$ cat config.mk
export PLATFORM = sky130hd
export DESIGN_NAME = serial_adder_ctrl
export DESIGN_NICKNAME = d
export VERILOG_FILES = /design/src/rtl/serial_adder_ctrl.sv
export SDC_FILE = /design/constraint.sdc
export NUM_CORES = 1
export LEC_CHECK = 0
export ABC_AREA = 1
export BUFFER_PORTS_ARGS = -buffer_cell sky130_fd_sc_hd__buf_2
export CORE_ASPECT_RATIO = 0.8
export CORE_MARGIN = 2
export CORE_UTILIZATION = 51
export DETAILED_ROUTE_END_ITERATION = 7
export MAX_ROUTING_LAYER = met4
export PLACE_DENSITY = 0.77
export SYNTH_ARGS = -nofsm -noshare
export SYNTH_HDL_FRONTEND = slang
export SYNTH_SLANG_ARGS = --single-unit
export TNS_END_PERCENT = 10
$ cat constraint.sdc
create_clock -name clk -period 1.4 [get_ports clk]
set_input_delay 0.07 -clock clk [delete_from_list [all_inputs] [get_ports clk]]
set_output_delay 0.07 -clock clk [all_outputs]
set_load 0.01 [all_outputs]
$ cat src/rtl/serial_adder_ctrl.sv
// Bit-serial adder sequencer: feeds one operand bit pair plus the running carry
// per clock to an external full-adder cell and assembles the result LSB first.
module serial_adder_ctrl #(
    parameter int WIDTH = 8
) (
    input  logic             clk,
    input  logic             rst_n,
    input  logic             start,
    input  logic [WIDTH-1:0] a,
    input  logic [WIDTH-1:0] b,
    input  logic             cin,
    output logic [2:0]       fa_i,
    input  logic             fa_sum,
    input  logic             fa_carry,
    output logic             busy,
    output logic             done,
    output logic [WIDTH-1:0] sum,
    output logic             cout
);

    localparam int CW = $clog2(WIDTH + 1);
    localparam logic [1:0] IDLE = 2'd0;
    localparam logic [1:0] RUN  = 2'd1;
    localparam logic [1:0] DONE = 2'd2;
    localparam logic [CW-1:0] LAST = CW'(WIDTH - 1);

    logic [1:0]       state;
    logic [WIDTH-1:0] a_sh;
    logic [WIDTH-1:0] b_sh;
    logic [WIDTH-1:0] sum_sh;
    logic [WIDTH-1:0] sum_next;
    logic             c;
    logic             cout_r;
    logic [CW-1:0]    cnt;

    // Sum bits enter at the MSB so the LSB-first stream ends up right-aligned.
    generate
        if (WIDTH == 1) begin : g_one
            assign sum_next = fa_sum;
        end else begin : g_wide
            assign sum_next = {fa_sum, sum_sh[WIDTH-1:1]};
        end
    endgenerate

    always_ff @(posedge clk or negedge rst_n) begin
        if (!rst_n) begin
            state  <= IDLE;
            a_sh   <= '0;
            b_sh   <= '0;
            c      <= 1'b0;
            sum_sh <= '0;
            cout_r <= 1'b0;
            cnt    <= '0;
        end else begin
            case (state)
                IDLE: begin
                    if (start) begin
                        a_sh  <= a;
                        b_sh  <= b;
                        c     <= cin;
                        cnt   <= '0;
                        state <= RUN;
                    end
                end
                RUN: begin
                    sum_sh <= sum_next;
                    c      <= fa_carry;
                    a_sh   <= a_sh >> 1;
                    b_sh   <= b_sh >> 1;
                    cnt    <= cnt + CW'(1);
                    if (cnt == LAST) begin
                        state  <= DONE;
                        cout_r <= fa_carry;
                    end
                end
                DONE:    state <= IDLE;
                default: state <= IDLE;
            endcase
        end
    end

    assign fa_i = (state == RUN) ? {a_sh[0], b_sh[0], c} : 3'b000;
    assign busy = (state != IDLE);
    assign done = (state == DONE);
    assign sum  = sum_sh;
    assign cout = cout_r;

endmodule

==> metrics.txt, run 1 <==
Net Count, Synth 186; Worst path top cell family by delay flip-flops; Seq cells post-synth 32; # Post-CTS Setup Buffers 0; crit path cell chain inv_2 > nand2_8 > nor2_1 > buf_2; CTS max path bufs 2; register area share after synthesis 56.3%; area delta synth->final 32.0%; # nets final 242; final hold slack 170 ps; Leak Pwr 0.956 nW; via density per instance 5.02; maximum vdd ir drop 0.853 mV; type of origin of the critical path flop; synthesized cell area 1420 um^2; RSZ-0062 raised after global routing false; CTS root buf clkbuf_4; Max Slew Vio Count 0; Slew headroom 53.7%; pwr/cell area 1850 nW/um^2; DR iter-0 viols 44; Max stage delay on crit path 400 ps; GRT Total Usage 21.5%; n_diodes 0; Crit-path slowest cell dfrtp_1; Peak Freq 765 MHz; worst-margin pin slew 694 ps; Mapped Cells 163; H-tree levels 2; Die Span Y 51.2 um; dpl hpwl 1.80 mm; first-pass GRT wire length 5.18 mm; layout cell share with drive strength beyond 1 22.8%; final worst-path cycle share 93.4%; critical-path maximum fanout 27; CTS Sinks 32; Num CTS Buffers 5; largest net degree at the start of global routing 33; Setup TNS 0 ps; vias in the first global route 1227; endpoint class of the critical path primary output; Routed Antenna Nets 0; CP Data Required Time 1330 ps; clk_skew 4.59 ps; leading cell types in the layout, fill and taps excluded nand2_1, nand3_1, buf_2; die width 63.0 um; Critical Setup Path Class reg -> out; Final Hold Viols 0; # setup viols final 0; latest clock arrival within the worst-skew pair 320 ps; vias 1289; Placer Congestion 0.761; Min-Delay Path Class in -> reg; CP Buf/Inv Count 2; CTS tree built; Pre-antenna DRT Iters 4; core box area 2700 um^2; clock transition at the registers of the reported paths 90 ps; I/O Buffers 35; Initial Util 52.6%; initial antenna violation count 0; Boundary Pins 36; gr ovfl total 0; most common cell after layout, fill and taps aside nand2_1; Final min period 1310 ps; Avg WL per Cell 11.4 um; die footprint 3230 um^2; residual DRC count 0; crit path DAT 1240 ps; post-synth cell types 16; row count 17; DRT Wirelength 2.93 mm; Mean Syn Cell Area 8.72 um^2; Synth warnings 0; Max Cap Viol 0; status finished, final reports clean
-- report_power, final --
part | leakage, nW | internal, mW | switching [mW]
combinational | 0.511 | 0.528 | 0.799
clock | 0.0374 | 0.285 | 0.297
sequential | 0.408 | 1.30 | 0.254
-- cell type report --
type	instances	area [um^2]
timing repair buffer	57	390
sequential	32	802
inverter	11	43.8
fill	216	826
clock buffer	7	65.1
multi-input combinational	112	527
tap	38	47.5
-- tightest hold or removal path, cell delays in order --
cell and delay [ps]:
buf_2 100, nand2_2 90, nor2_4 90, nand2_1 70, nand2_1 40
-- cell families (layout without fill, tap and decap cells) --
| logic type | count (synthesis) | in the layout | share of synthesized area (%) |
|---|---|---|---|
| compound gates | 12 | 12 | 4.22 |
| xor+xnor | 1 | 1 | 0.616 |
| fa+ha+maj | 1 | 1 | 0.880 |
| buf+inv | 19 | 75 | 7.22 |
| flops | 32 | 32 | 56.3 |
| simple gates | 98 | 98 | 30.7 |
-- Yosys cell counts --
library cell  count  area, um^2
buf_2             5        25.0
buf_6             3        33.8
dfrtp_1          32         801
ha_1              1        12.5
inv_1            10        37.5
inv_4             1        6.26
nand2_1          49         184
nand2_2           1        6.26
nand2_4           1        11.3
nand3_1          39         195
nand4_1           1        6.26
nor2_1            6        22.5
nor2_4            1        11.3
o21ai_0           7        35.0
o21ai_1           5        25.0
xnor2_1           1        8.76
-- stage by stage --
step | cell area (um^2) | cells | worst slack, ps | utilization (%) | total power, mW
floorplan | 1420 | 163 | 357 | - | 2.51
global placement | 1600 | 230 | 216 | 59.2 | 2.79
detailed placement | 1600 | 230 | 176 | 59.2 | 2.85
global route | 1880 | 257 | 1.70 | 69.4 | 3.78
CTS | 1880 | 257 | 69.9 | 69.4 | 3.51
finish | 1880 | 257 | 92.9 | 69.4 | 3.46
-- path summary, 6_finish.rpt --
check	start	endpoint	slack [ps]	depth (start not counted)
worst max register to register	state[1]	a_sh[0]	230	5
worst min-delay path	start	b_sh[7]	170	5
worst max-delay path	state[1]	fa_i[2]	90	4
max in group asynchronous	rst_n	state[0]	600	2
min in group asynchronous	rst_n	cnt[2]	320	2
worst min register to register	sum[0]	sum[0]	500	2
-- layer usage --
layer	part of all wire, %	up-vias	GRT usage [%]
li1	-	638	-
met1	45	617	26.9
met2	50	34	34.2
met3	4.6	0	6.61
met4	0	0	6.30
met5	0	-	-
-- timing repair --
item	4_1_cts	5_1_grt
gates resized for setup	3	0
pin swaps	0	1
hold buffers	20	0
hold endpoints to repair	51	0
endpoints found under the setup margin	3	2
-- state kept, by name, indices dropped and copies added (netlist names) --
register and cells:
b_sh 8, c 1, state 2, cout 1, cnt 4, sum 8
a_sh 8
(Power assumes the default switching activity.)
==> inputs of run 2 (changes only) <==
--- a/config.mk
+++ b/config.mk
@@ -5,14 +5,13 @@
 export SDC_FILE = /design/constraint.sdc
 export NUM_CORES = 1
 export LEC_CHECK = 0
-export ABC_AREA = 1
 export BUFFER_PORTS_ARGS = -buffer_cell sky130_fd_sc_hd__buf_2
 export CORE_ASPECT_RATIO = 0.8
 export CORE_MARGIN = 2
-export CORE_UTILIZATION = 51
+export CORE_UTILIZATION = 48
 export DETAILED_ROUTE_END_ITERATION = 7
 export MAX_ROUTING_LAYER = met4
-export PLACE_DENSITY = 0.77
+export PLACE_DENSITY = 0.75
 export SYNTH_ARGS = -nofsm -noshare
 export SYNTH_HDL_FRONTEND = slang
 export SYNTH_SLANG_ARGS = --single-unit
==> constraint.sdc (replaced) <==
create_clock -name clk -period 1.1 [get_ports clk]
set_input_delay 0.055 -clock clk [delete_from_list [all_inputs] [get_ports clk]]
set_output_delay 0.055 -clock clk [all_outputs]
set_load 0.01 [all_outputs]
==> run 2 against run 1 <==
Compared with the run above: the flow now finishes with violations (negative setup slack); sequential share of layout area is 6.3 points lower; total power is 76% higher; first-iteration DRC count grew to 2.7 times the previous value; combinational power is 130% higher; via count is 6.9% higher; clock power is 58% higher; final area is 17% higher; critical path depth is 1 higher; largest power group is now combinational logic.
==> metrics.txt, run 2 <==
cell accounting for the most synthesized area dfrtp_1; Routed met1 length 1.64 mm; prevailing post-synth register cell dfrtp_1; vias 1378; Max Cap Viol 0; CTS Sinks 32; post-synth top area share 50.1%; latest clock arrival within the worst-skew pair 280 ps; Routed Antenna Nets 0; first-pass GRT wire length 6.40 mm; Peak Freq 724 MHz; cell mode on critical path buf_6; met2 WL 2.00 mm; register area share after synthesis 50.1%; row count 18; Post-synth EDFFs 0; status finished, violations left; mux contribution to synthesized area 1.41%; endpoint class of the critical path primary output; top post-synthesis cells by count dfrtp_1, nand2_1, a21oi_1; Leak Pwr 1.07 nW; die width 68.5 um; largest net degree at the start of global routing 18; synthesized cell area 1600 um^2; H-tree levels 2; Initial Util 51.1%; CTS tree built; total power 6.08 mW; Critical Setup Path Class reg -> out; Top Layer Used met4; Min-Delay Path Class in -> reg; Seq cells post-synth 32; clk_skew 5.08 ps; area delta synth->final 37.5%; type of origin of the critical path flop; Net Count, Synth 183; CTS max path bufs 2; residual DRC count 0; asr flop ratio synth 100%; combinational family with the most area after synthesis simple AND/OR/NAND/NOR gates; n_diodes 0; Boundary Pins 36; Mean Syn Cell Area 9.99 um^2; Adder-Cell Fraction of Synth Area 0.782%; met3 wire len 168 um; Synth warnings 0; Slew headroom 72.1%; Compound-Gate Fraction of Synth Area 20.4%; Placer Congestion 0.790; Mapped Cells 160; post-synthesis simple-gate area fraction 20.7%; DR iter-0 viols 120; post-synthesis xor/xnor area fraction 0%; Synth area leaders dfrtp_1, and2b_2, a22oi_1; core box area 3130 um^2; CP Data Required Time 1040 ps; CP Buf/Inv Count 3; failing checks negative setup slack; dpl hpwl 2.54 mm; critical-path maximum fanout 4; I/O Buffers 35; Num CTS Buffers 5; gr ovfl total 0; die footprint 3810 um^2; # nets final 239; # setup viols final 33; Crit-path slowest cell dfrtp_1; clock transition at the registers of the reported paths 60 ps; Avg WL per Cell 15.2 um; RSZ-0062 raised after global routing true; most frequent cell after synthesis dfrtp_1; GRT Total Usage 23.4%; vias in the first global route 1379; worst-margin pin slew 419 ps; Final Worst Setup Slack -281 ps; crit path cell chain buf_6 > nor2b_4 > buf_6 > and2_4 > buf_6; Max stage delay on crit path 400 ps; most common cell after layout, fill and taps aside dfrtp_1; final worst-path cycle share 126%; Setup TNS -3560 ps; initial antenna violation count 0; Final min period 1380 ps; post-synth cell types 27; Final Hold Viols 0; Max Slew Vio Count 0; Worst path top cell family by delay flip-flops; maximum vdd ir drop 1.45 mV; CTS root buf clkbuf_8; pwr/cell area 2770 nW/um^2; via density per instance 5.36; leading cell types in the layout, fill and taps excluded dfrtp_1, buf_2, nand2_1; layout cell share with drive strength beyond 1 45.6%; Die Span Y 55.6 um; Pre-antenna DRT Iters 6; crit path DAT 1330 ps; DRT Wirelength 3.90 mm
-- run 2: cell count changes after synthesis, moves of 10 or more --
cell     change
nand3_1     -37
nand2_1     -20
a21oi_1     +18
a22oi_1     +15
and2b_2     +13
inv_1       -10
-- run 2: through the flow --
stage	util (%)	hold slack [ps]	instance area, um^2	setup slack [ps]	std cells
finish	70.2	34.4	2200	-281	257
global route	70.2	29.1	2200	-326	257
CTS	68.1	25.8	2130	-265	257
detailed placement	59.8	3.18	1870	-172	241
global placement	59.8	-2.76	1870	-117	241
floorplan	-	-241	1600	-107	160
-- run 2: cells by family (layout without fill, tap and decap cells) --
family,count (synthesis),in the layout
and+or+nand+nor,59,59
AOI/OAI and AO/OA,55,55
DFF,32,32
buffers and inverters,11,68
muxes,2,2
adders and majority gates,1,1
-- run 2: where the power goes --
part	total (mW)	internal [mW]	switching [mW]	leakage [nW]
Combinational	3.08	1.61	1.48	0.618
Sequential	2.08	1.67	0.410	0.410
Clock	0.917	0.509	0.408	0.0455
-- run 2: path summary, 6_finish.rpt --
kind / end / start / depth (start not counted) / slack, ps
max in group asynchronous: cout / rst_n / 3 / 430
setup / recovery: fa_i[0] / state[1] / 5 / -280
hold / removal: cout / fa_carry / 2 / 30
min in group asynchronous: a_sh[5] / rst_n / 2 / 240
setup reg to reg: cout / cnt[0] / 4 / -190
hold reg to reg: state[1] / cnt[3] / 1 / 470
-- run 2: layout make-up --
type                            count  area, um^2
Tap cell                           40        50.0
Timing Repair Buffer               60         469
Sequential cell                    32         801
Fill cell                         226         932
Clock buffer                        8        90.1
Multi-Input combinational cell    117         788
-- run 2: routing by layer --
layer,GRT usage [%],vias up
met5,-,-
met4,12.0,0
met3,5.06,9
met2,35.0,32
met1,29.7,670
li1,-,667
-- run 2: timing repair --
item / 4_1_cts / 5_1_grt
pin swaps: 2 / 2
gates resized for setup: 32 / 13
buffers inserted: 6 / 0
endpoints found under the hold margin: 17 / 0
hold buffers: 2 / 0
endpoints found under the setup margin: 35 / 34
